<file path="config.mk">
export PLATFORM = sky130hd
export DESIGN_NAME = alu_seq_exec_flat
export DESIGN_NICKNAME = d
export VERILOG_FILES = /design/src/rtl/alu_ctrl_pkg.sv /design/src/rtl/alu_seq_exec_if.sv /design/src/rtl/alu_comb_core.sv /design/src/rtl/alu_seq_exec.sv /design/src/flat_wrapper.sv
export SDC_FILE = /design/constraint.sdc
export NUM_CORES = 1
export LEC_CHECK = 0
export ABC_AREA = 1
export CAP_MARGIN = 15
export CORE_ASPECT_RATIO = 0.7
export CORE_MARGIN = 4
export CORE_UTILIZATION = 57
export DETAILED_ROUTE_END_ITERATION = 10
export GPL_ROUTABILITY_DRIVEN = 0
export PLACE_DENSITY = 0.81
export SYNTH_ARGS = -nofsm -noshare
export SYNTH_HDL_FRONTEND = slang
export SYNTH_SLANG_ARGS = --single-unit
</file>
<file path="constraint.sdc">
create_clock -name clk -period 5.04 [get_ports clk]
set_clock_uncertainty 0.05 [all_clocks]
set_input_delay 1.512 -clock clk [delete_from_list [all_inputs] [get_ports clk]]
set_output_delay 1.512 -clock clk [all_outputs]
set_load 0.01 [all_outputs]
</file>
<file path="src/rtl/alu_ctrl_pkg.sv">
// Shared ALU_Cnt encoding and sequencer state codes for the ALU control decoder
// and the execution unit, so both ends of the ALU_Cnt bus agree.
package alu_ctrl_pkg;

   localparam int ALU_CNT_W = 3;

   typedef logic [ALU_CNT_W-1:0] alu_cnt_t;

   localparam alu_cnt_t ALU_ADD = 3'b000;
   localparam alu_cnt_t ALU_SUB = 3'b001;
   localparam alu_cnt_t ALU_AND = 3'b010;
   localparam alu_cnt_t ALU_OR  = 3'b011;
   localparam alu_cnt_t ALU_XOR = 3'b100;
   localparam alu_cnt_t ALU_SLL = 3'b101;
   localparam alu_cnt_t ALU_SRL = 3'b110;
   localparam alu_cnt_t ALU_SLT = 3'b111;

   localparam logic [1:0] ST_IDLE  = 2'd0;
   localparam logic [1:0] ST_SHIFT = 2'd1;
   localparam logic [1:0] ST_DONE  = 2'd2;

   // Shifts are the only codes that may take the multi-cycle path.
   function automatic logic is_shift(input alu_cnt_t op);
      return (op == ALU_SLL) || (op == ALU_SRL);
   endfunction

endpackage

</file>
<file path="src/rtl/alu_seq_exec_if.sv">
// Request/response bundle between the issuing stage (master) and the
// sequential ALU (slave).
interface alu_seq_exec_if
   import alu_ctrl_pkg::*;
#(
   parameter int WIDTH = 32
);

   logic             start;
   alu_cnt_t         ALU_Cnt;
   logic [WIDTH-1:0] A;
   logic [WIDTH-1:0] B;
   logic             busy;
   logic             done;
   logic [WIDTH-1:0] Result;
   logic             Zero;

   modport master (
      output start, ALU_Cnt, A, B,
      input  busy, done, Result, Zero
   );

   modport slave (
      input  start, ALU_Cnt, A, B,
      output busy, done, Result, Zero
   );

endinterface

</file>
<file path="src/rtl/alu_comb_core.sv">
// Single-cycle ALU operations; shift codes produce zero here because
// the sequencer handles them itself.
module alu_comb_core
   import alu_ctrl_pkg::*;
#(
   parameter int WIDTH = 32
) (
   input  alu_cnt_t         op,
   input  logic [WIDTH-1:0] a,
   input  logic [WIDTH-1:0] b,
   output logic [WIDTH-1:0] y
);

   logic lt;

   assign lt = ($signed(a) < $signed(b));

   always_comb begin
      y = '0;
      case (op)
         ALU_ADD: y = a + b;
         ALU_SUB: y = a - b;
         ALU_AND: y = a & b;
         ALU_OR:  y = a | b;
         ALU_XOR: y = a ^ b;
         ALU_SLT: y = {{(WIDTH-1){1'b0}}, lt};
         default: y = '0;
      endcase
   end

endmodule

</file>
<file path="src/rtl/alu_seq_exec.sv">
// Sequential ALU: one-cycle arithmetic/logic, one-bit-per-cycle shifts,
// with a start/busy/done handshake and registered Result/Zero.
module alu_seq_exec
   import alu_ctrl_pkg::*;
#(
   parameter int WIDTH = 32,
   parameter int SHW   = $clog2(WIDTH)
) (
   input  logic          clk,
   input  logic          rst_n,
   alu_seq_exec_if.slave bus
);

   logic [1:0]       state;
   logic [WIDTH-1:0] acc;
   logic [SHW-1:0]   cnt;
   logic             dir_left;
   logic [WIDTH-1:0] result_q;
   logic             zero_q;

   logic [SHW-1:0]   shamt;
   logic             shift_op;
   logic             accept;
   logic [WIDTH-1:0] comb_y;
   logic [WIDTH-1:0] load_val;
   logic [WIDTH-1:0] shift_next;

   alu_comb_core #(
      .WIDTH (WIDTH)
   ) u_comb (
      .op (bus.ALU_Cnt),
      .a  (bus.A),
      .b  (bus.B),
      .y  (comb_y)
   );

   assign shamt    = bus.B[SHW-1:0];
   assign shift_op = is_shift(bus.ALU_Cnt);
   assign accept   = bus.start && (state != ST_SHIFT);

   // A zero-distance shift takes the one-cycle path with A passed through.
   assign load_val   = shift_op ? bus.A : comb_y;
   assign shift_next = dir_left ? {acc[WIDTH-2:0], 1'b0} : {1'b0, acc[WIDTH-1:1]};

   // The accumulator stays private; Result is written only on the done-producing edge.
   always_ff @(posedge clk) begin
      if (!rst_n) begin
         state    <= ST_IDLE;
         acc      <= '0;
         cnt      <= '0;
         dir_left <= 1'b0;
         result_q <= '0;
         zero_q   <= 1'b1;
      end else begin
         case (state)
            ST_SHIFT: begin
               acc <= shift_next;
               cnt <= cnt - 1'b1;
               if (cnt == SHW'(1)) begin
                  result_q <= shift_next;
                  zero_q   <= (shift_next == '0);
                  state    <= ST_DONE;
               end
            end
            default: begin
               if (accept) begin
                  if (shift_op && (shamt != '0)) begin
                     acc      <= bus.A;
                     cnt      <= shamt;
                     dir_left <= (bus.ALU_Cnt == ALU_SLL);
                     state    <= ST_SHIFT;
                  end else begin
                     result_q <= load_val;
                     zero_q   <= (load_val == '0);
                     state    <= ST_DONE;
                  end
               end else begin
                  state <= ST_IDLE;
               end
            end
         endcase
      end
   end

   assign bus.busy   = (state == ST_SHIFT);
   assign bus.done   = (state == ST_DONE);
   assign bus.Result = result_q;
   assign bus.Zero   = zero_q;

endmodule

</file>
<file path="src/flat_wrapper.sv">
// flat-port wrapper written by rule: the top's interface ports become plain ports
module alu_seq_exec_flat import alu_ctrl_pkg::*;
#(
   parameter int WIDTH = 32,
   parameter int SHW   = $clog2(WIDTH)
)
  (clk, rst_n, bus_start, bus_ALU_Cnt, bus_A, bus_B, bus_busy, bus_done, bus_Result, bus_Zero);
  alu_seq_exec_if #(.WIDTH(WIDTH)) bus_i ();
  input  logic clk;
  input  logic rst_n;
  input wire logic [$bits(bus_i.start)-1:0] bus_start;
  input wire logic [$bits(bus_i.ALU_Cnt)-1:0] bus_ALU_Cnt;
  input wire logic [$bits(bus_i.A)-1:0] bus_A;
  input wire logic [$bits(bus_i.B)-1:0] bus_B;
  output wire logic [$bits(bus_i.busy)-1:0] bus_busy;
  output wire logic [$bits(bus_i.done)-1:0] bus_done;
  output wire logic [$bits(bus_i.Result)-1:0] bus_Result;
  output wire logic [$bits(bus_i.Zero)-1:0] bus_Zero;
  assign bus_i.start = bus_start;
  assign bus_i.ALU_Cnt = bus_ALU_Cnt;
  assign bus_i.A = bus_A;
  assign bus_i.B = bus_B;
  assign bus_busy = bus_i.busy;
  assign bus_done = bus_i.done;
  assign bus_Result = bus_i.Result;
  assign bus_Zero = bus_i.Zero;
  alu_seq_exec #(.WIDTH(WIDTH), .SHW(SHW)) u_core (.clk(clk), .rst_n(rst_n), .bus(bus_i));
endmodule
</file>
-- Yosys cells after proc, flatten, opt, wreduce, memory -nomap -nowiden
Cells that the tools add are included.
Widths: inputs -> output; s select.
- bits of input ports: 70
- logic and storage cells: 60
- register bits: 73
- add/subtract/negate cells: 3
- magnitude comparators: 1
- bitwise gates (word level): 4
- reductions and logical operators: 12
- multiplexer cells: 21
- equality and inequality tests: 13
- operators with widths (cell ; count):
    $mux 32 ; 9
    $pmux 32 s6 ; 1
    $logic_not 32->1 ; 2
    $add 32x32->32 ; 1
    $and 32x32->32 ; 1
    $lt 32x32->1 ; 1
    $or 32x32->32 ; 1
    $sub 32x32->32 ; 1
    $xor 32x32->32 ; 1
    $mux 5 ; 3
    $eq 3x3->1 const B ; 4
    $mux 2 ; 4
    $eq 3x2->1 const B ; 2
    $reduce_and 3->1 ; 2
    $eq 5x1->1 const B ; 1
    $reduce_bool 5->1 ; 1
    $sub 5x1->5 const B ; 1
    $mux 1 ; 4
    $ne 2x1->1 const B ; 2
    $reduce_bool 2->1 ; 2
    $eq 3x1->1 const B ; 1
    $logic_not 3->1 ; 1
    $eq 2x1->1 const B ; 1
    $eq 2x2->1 const B ; 1
    other kinds (5) ; 6

-- Depth between registers and ports, before layout
- depth in word-level cells: 7
- gate-level depth with buffers: 24
- depth with buffers taken out: 24

-- Cells and area by module
From an unflattened synthesis, not the netlist that was laid out.
- cell total of the unflattened synthesis: 1968
- area, all modules: 10659.0 um2
- by module, submodules not included (module ; area each (um2) ; sequential area each (um2) ; times used ; cells each):
    alu_comb_core ; 6384.9 ; 0.0 ; 1 ; 1287
    alu_seq_exec ; 4274.1 ; 1461.4 ; 1 ; 681

-- Least setup slack after synthesis
Ideal clock, no wire load.
- path kind: input-to-reg
- start: input port bus_B[0]
- end: register u_core.zero_q (netlist: u_core.bus.Zero)
- cell stages on the path: 21
- arrival time: 3.417 ns
- data required time: 4.932 ns
- path slack: 1.515 ns
- cells stage by stage: ha_1 -> fa_1 -> nand2_1 -> nand2_1 -> nand3_1 -> nand2_1 -> nand2_1 -> nand2_1 -> nand2_1 -> nand3_1 -> nand3_1 -> nand3_1 -> nand2_1 -> nand2_1 -> nor2_1 -> nand2_1 -> nor2_1 -> nand2_1 -> nand2_1 -> nand2_1 -> nand2_1
- word-level cells in the longest chain between the ends: 7
- RTL lines (element ; line ; source):
    from (decl) ; flat_wrapper.sv:14 ; input wire logic [$bits(bus_i.B)-1:0] bus_B;
    $sub 32x32->32, or another cell as far along ; alu_comb_core.sv:22 ; ALU_SUB: y = a - b;
    $pmux 32 s6 ; alu_comb_core.sv:20 ; case (op)
    $mux 32 ; alu_seq_exec.sv:42 ; assign load_val = shift_op ? bus.A : comb_y;
    $logic_not 32->1 ; alu_seq_exec.sv:74 ; zero_q <= (load_val == '0);
    $mux 1 ; alu_seq_exec.sv:67 ; if (shift_op && (shamt != '0)) begin
    $mux 1 ; alu_seq_exec.sv:66 ; if (accept) begin
    $mux 1 ; alu_seq_exec.sv:55 ; case (state)
    to (signal assigned) ; alu_seq_exec.sv:61 ; zero_q <= (shift_next == '0);
    to (signal assigned) ; alu_seq_exec.sv:74 ;
    to (decl) ; alu_seq_exec.sv:19 ; logic zero_q;
Parallel ways exist; a longest one is shown, timed or not. The select of a mux whose other input is x is not followed.
A chain may end at the register's enable or synchronous reset.

-- Final worst setup path
- start: input port bus_A[17]
- end: register u_core.zero_q (netlist: u_core.bus.Zero)
- word-level cells in the longest chain between the ends: 7
- RTL lines (element ; line ; source):
    from (decl) ; flat_wrapper.sv:13 ; input wire logic [$bits(bus_i.A)-1:0] bus_A;
    $sub 32x32->32, or another cell as far along ; alu_comb_core.sv:22 ;
    $pmux 32 s6 ; alu_comb_core.sv:20 ;
    $mux 32 (*) ; alu_seq_exec.sv:42 ;
    $logic_not 32->1 (*) ; alu_seq_exec.sv:74 ;
    $mux 1 (*) ; alu_seq_exec.sv:67 ;
    $mux 1 (*) ; alu_seq_exec.sv:66 ;
    $mux 1 (*) ; alu_seq_exec.sv:55 ;
Every way passes the cells marked *; elsewhere a longest branch is shown, timed or not. The select of a mux whose other input is x is not followed.

==> metrics.yaml <==
outcome:
  status: "finished clean"
clock_tree:
  post-cts-setup-buffer-count: 0
  clkLatencyLatePin_ns: 0.33
  cts_buffer_depth: 2
  cts.repair.resized: 0
  clk_pin_slew_ns: 0.05
  cts_tree: "done"
  htree_levels: 3
  cts-root-buf: "clkbuf_16"
  numCtsBuffers: 9
  cts.sinks: 73
  hold_buffers: 0
floorplanning:
  ios: 105
  die-width_um: 170
  num_rows: 41
  die_h_um: 121
  die_area_mm2: 0.0205
  fp.coreArea_mm2: 0.0180
  initial_core_util: 0.580
sta:
  maxSlewViolCount: 0
  tns_ns: 0
  max_freq_mhz: 215
  finalCritPeriodShare: 0.925
  final-setup-viol-count: 0
  relSlewSlack: 0.492
  rsz0062_at_grt: "false"
  layout_min_cycle_time_ns: 4.66
  hold_viol: 0
  tightestPinTransition_ns: 0.761
  whs_ns: 0.424
setup_path:
  end_kind: "register"
  crit_slowest_cell: "clkdlybuf4s50_1"
  cp_cell_sequence: "clkdlybuf4s50_1 > inv_1 > ha_1 > nand2_1 > inv_1 > nand2_1 > nor3_2 > nand3_1 > nand3_1 > nand2_1 > nand3_1 > nand3_1 > nand2_1 > nand2_1 > nor2_1 > nand2_1 > nor2_1 > nand2_1 > nand2_1 > nand2_1 > nand2_1"
  reg2reg_to: "u_core.bus.Zero$_SDFFE_PN1P_"
  arrival_ns: 4.89
  cp-startpoint: "bus_A[17]"
  path_class: "input port to register"
  max_stage_delay_ns: 0.58
  cp_common_cell: "nand2_1"
  crit_path_max_fanout: 8
  r2r_start: "u_core.dir_left$_SDFFE_PN0P_"
  reg2regPathDepth: 10
  rrSetupSlack_ns: 2.36
  endpoint: "u_core.bus.Zero$_SDFFE_PN1P_"
  crit_required_ns: 5.27
  worst_setup_path_start_kind: "input port"
drt:
  drc_errors: 0
  avgRoutedWirePerCell_um: 18.6
  route.antenna.remaining_nets: 0
  wl_um: 40200
  vias: 13164
  drt_iter0_drc: 2277
  vias_per_cell: 6.10
  first_pass_iters: 7
logic_synthesis:
  synth_top_area_cell: "nand2_1"
  synth-async-reset-ratio: 0
  synth.avg_cell_area_um2: 5.64
  syn-num-nets: 2022
  ys_warn_count: 0
  synthCells: 1845
  yosys_most_used_dff: "dfxtp_1"
  yosys.area.top_type_share: 0.204
  yosysUniqueCellTypes: 47
  synth_edf_count: 0
  ys_ff_latch: 73
  yosys-top-cells-area: "nand2_1 (20%), dfxtp_1 (14%), ha_1 (13%)"
  seq_area_frac_synth: 0.140
  syn_area_mm2: 0.0104
grt:
  grt_pass1_wl_um: 61500
  grt_max_degree: 49
  grt_pass1_vias: 11608
  antenna_found_initial: 0
  track_usage: 0.374
  overflow: 0
pwr:
  ir_worst_vdd_v: 0.000189
  p_leak_uw: 0.00595
  p_per_area_mw_per_mm2: 205
final_layout:
  stdcell_area_mm2: 0.0119
  areaGrowthSynthToFinish_pct: 14.2
  final_cell_mix: "nand2_1 (564), inv_1 (273), nand3_1 (163), nor2_1 (145), ha_1 (105)"
  diodes: 0
  multiInputGateArea_mm2: 0.00741
  fillCellCount: 1671
  final_util: 0.662
  fin_nets: 2095
  fin_cells: 2159
  layout_commonest_cell: "nand2_1"
  seqCellArea_mm2: 0.00146
  drive_above_1_share: 0.0723
place:
  io_buffers: 104
  place_inst: 2143
  post-dp-hpwl_um: 31700
  placed_area_mm2: 0.0116
hold_path:
  hold_class: "register to register"
flow_run:
  max_cap_violations: 0
-- per-layer routing --
metal	wire length, µm	GRT usage	part of all wire	up-vias
li1	-	-	-	6089
met1	15600	0.513	0.39	5759
met2	16100	0.553	0.40	1141
met3	6490	0.101	0.16	175
met4	2050	0.156	0.051	0
met5	0	0	0	-
-- synth_stat cells (12+ instances only) --
cell,count
a21oi_1,85
clkbuf_1,24
nor2_1,145
nand2_1,565
o22ai_1,28
ha_1,105
nand2_2,15
a31oi_1,59
buf_4,18
buf_2,23
nand3_1,163
inv_2,28
nor3_1,13
o21bai_1,14
or2_2,12
nor2_2,17
inv_1,273
o21ai_0,73
nand4_1,42
dfxtp_1,73
-- where the power goes --
group	switching, µW	leakage, µW	internal [µW]
Clock	235	0.000142	388
Sequential	27.4	0.000599	622
Combinational	774	0.00521	389
Total	1040	0.00595	1400
-- cell families (layout without fill, tap and decap cells) --
group                    after synthesis  in the layout  share of synthesized area
AND/OR/NAND/NOR                     1004           1004                      0.422
buffers and inverters                375            453                      0.148
AO/OA/AOI/OAI                        279            279                      0.154
adder cells (fa/ha/maj)              107            107                      0.130
flip-flops                            73             73                      0.140
multiplexers                           6              6                    0.00577
XOR/XNOR                               1              1                   0.000842
-- worst max-delay path, delay by kind of cell --
kind / cells / cell delay, ns
adder cells (fa/ha/maj): 1 / 0.55
buffers and inverters: 3 / 0.78
AND/OR/NAND/NOR: 17 / 2.04
-- how the worst min path moves through the flow --
stage,startpoint,to,slack (ns),depth (start not counted)
finish,u_core.acc[1]$_SDFFE_PN0P_,u_core.acc[1]$_SDFFE_PN0P_,0.42,2
global route,u_core.acc[1]$_SDFFE_PN0P_,u_core.acc[1]$_SDFFE_PN0P_,0.43,2
CTS,u_core.acc[1]$_SDFFE_PN0P_,u_core.acc[1]$_SDFFE_PN0P_,0.42,2
detailed placement,u_core.acc[1]$_SDFFE_PN0P_,u_core.acc[1]$_SDFFE_PN0P_,0.41,2
global placement,u_core.acc[1]$_SDFFE_PN0P_,u_core.acc[1]$_SDFFE_PN0P_,0.41,2
floorplan,u_core.acc[1]$_SDFFE_PN0P_,u_core.acc[1]$_SDFFE_PN0P_,0.39,2
-- per-stage QoR --
| step | power [µW] | worst slack [ns] |
|---|---|---|
| 6_report | 2430 | 0.378 |
| 5_1_grt | 2550 | 0.255 |
| 4_1_cts | 2380 | 0.632 |
| 3_5_place_dp | 1760 | 0.293 |
| 3_3_place_gp | 1750 | 0.301 |
| 2_1_floorplan | 1380 | 1.52 |
-- flip-flops by register name, indices dropped and copies added (netlist names) --
name / cells
u_core.acc: 32
u_core.bus.Result: 32
u_core.cnt: 5
u_core.state: 2
u_core.bus.Zero: 1
u_core.dir_left: 1
-- cell type report --
cell class              count  share of cell area
inverters                 302              0.0954
clock buffers              15              0.0242
well taps                 236              0.0248
repair buffers            135               0.108
flip-flops and latches     73               0.123
clock inverters             1            0.000632
multi-input cells        1397               0.624
Power figures use the tool's default switching activity.
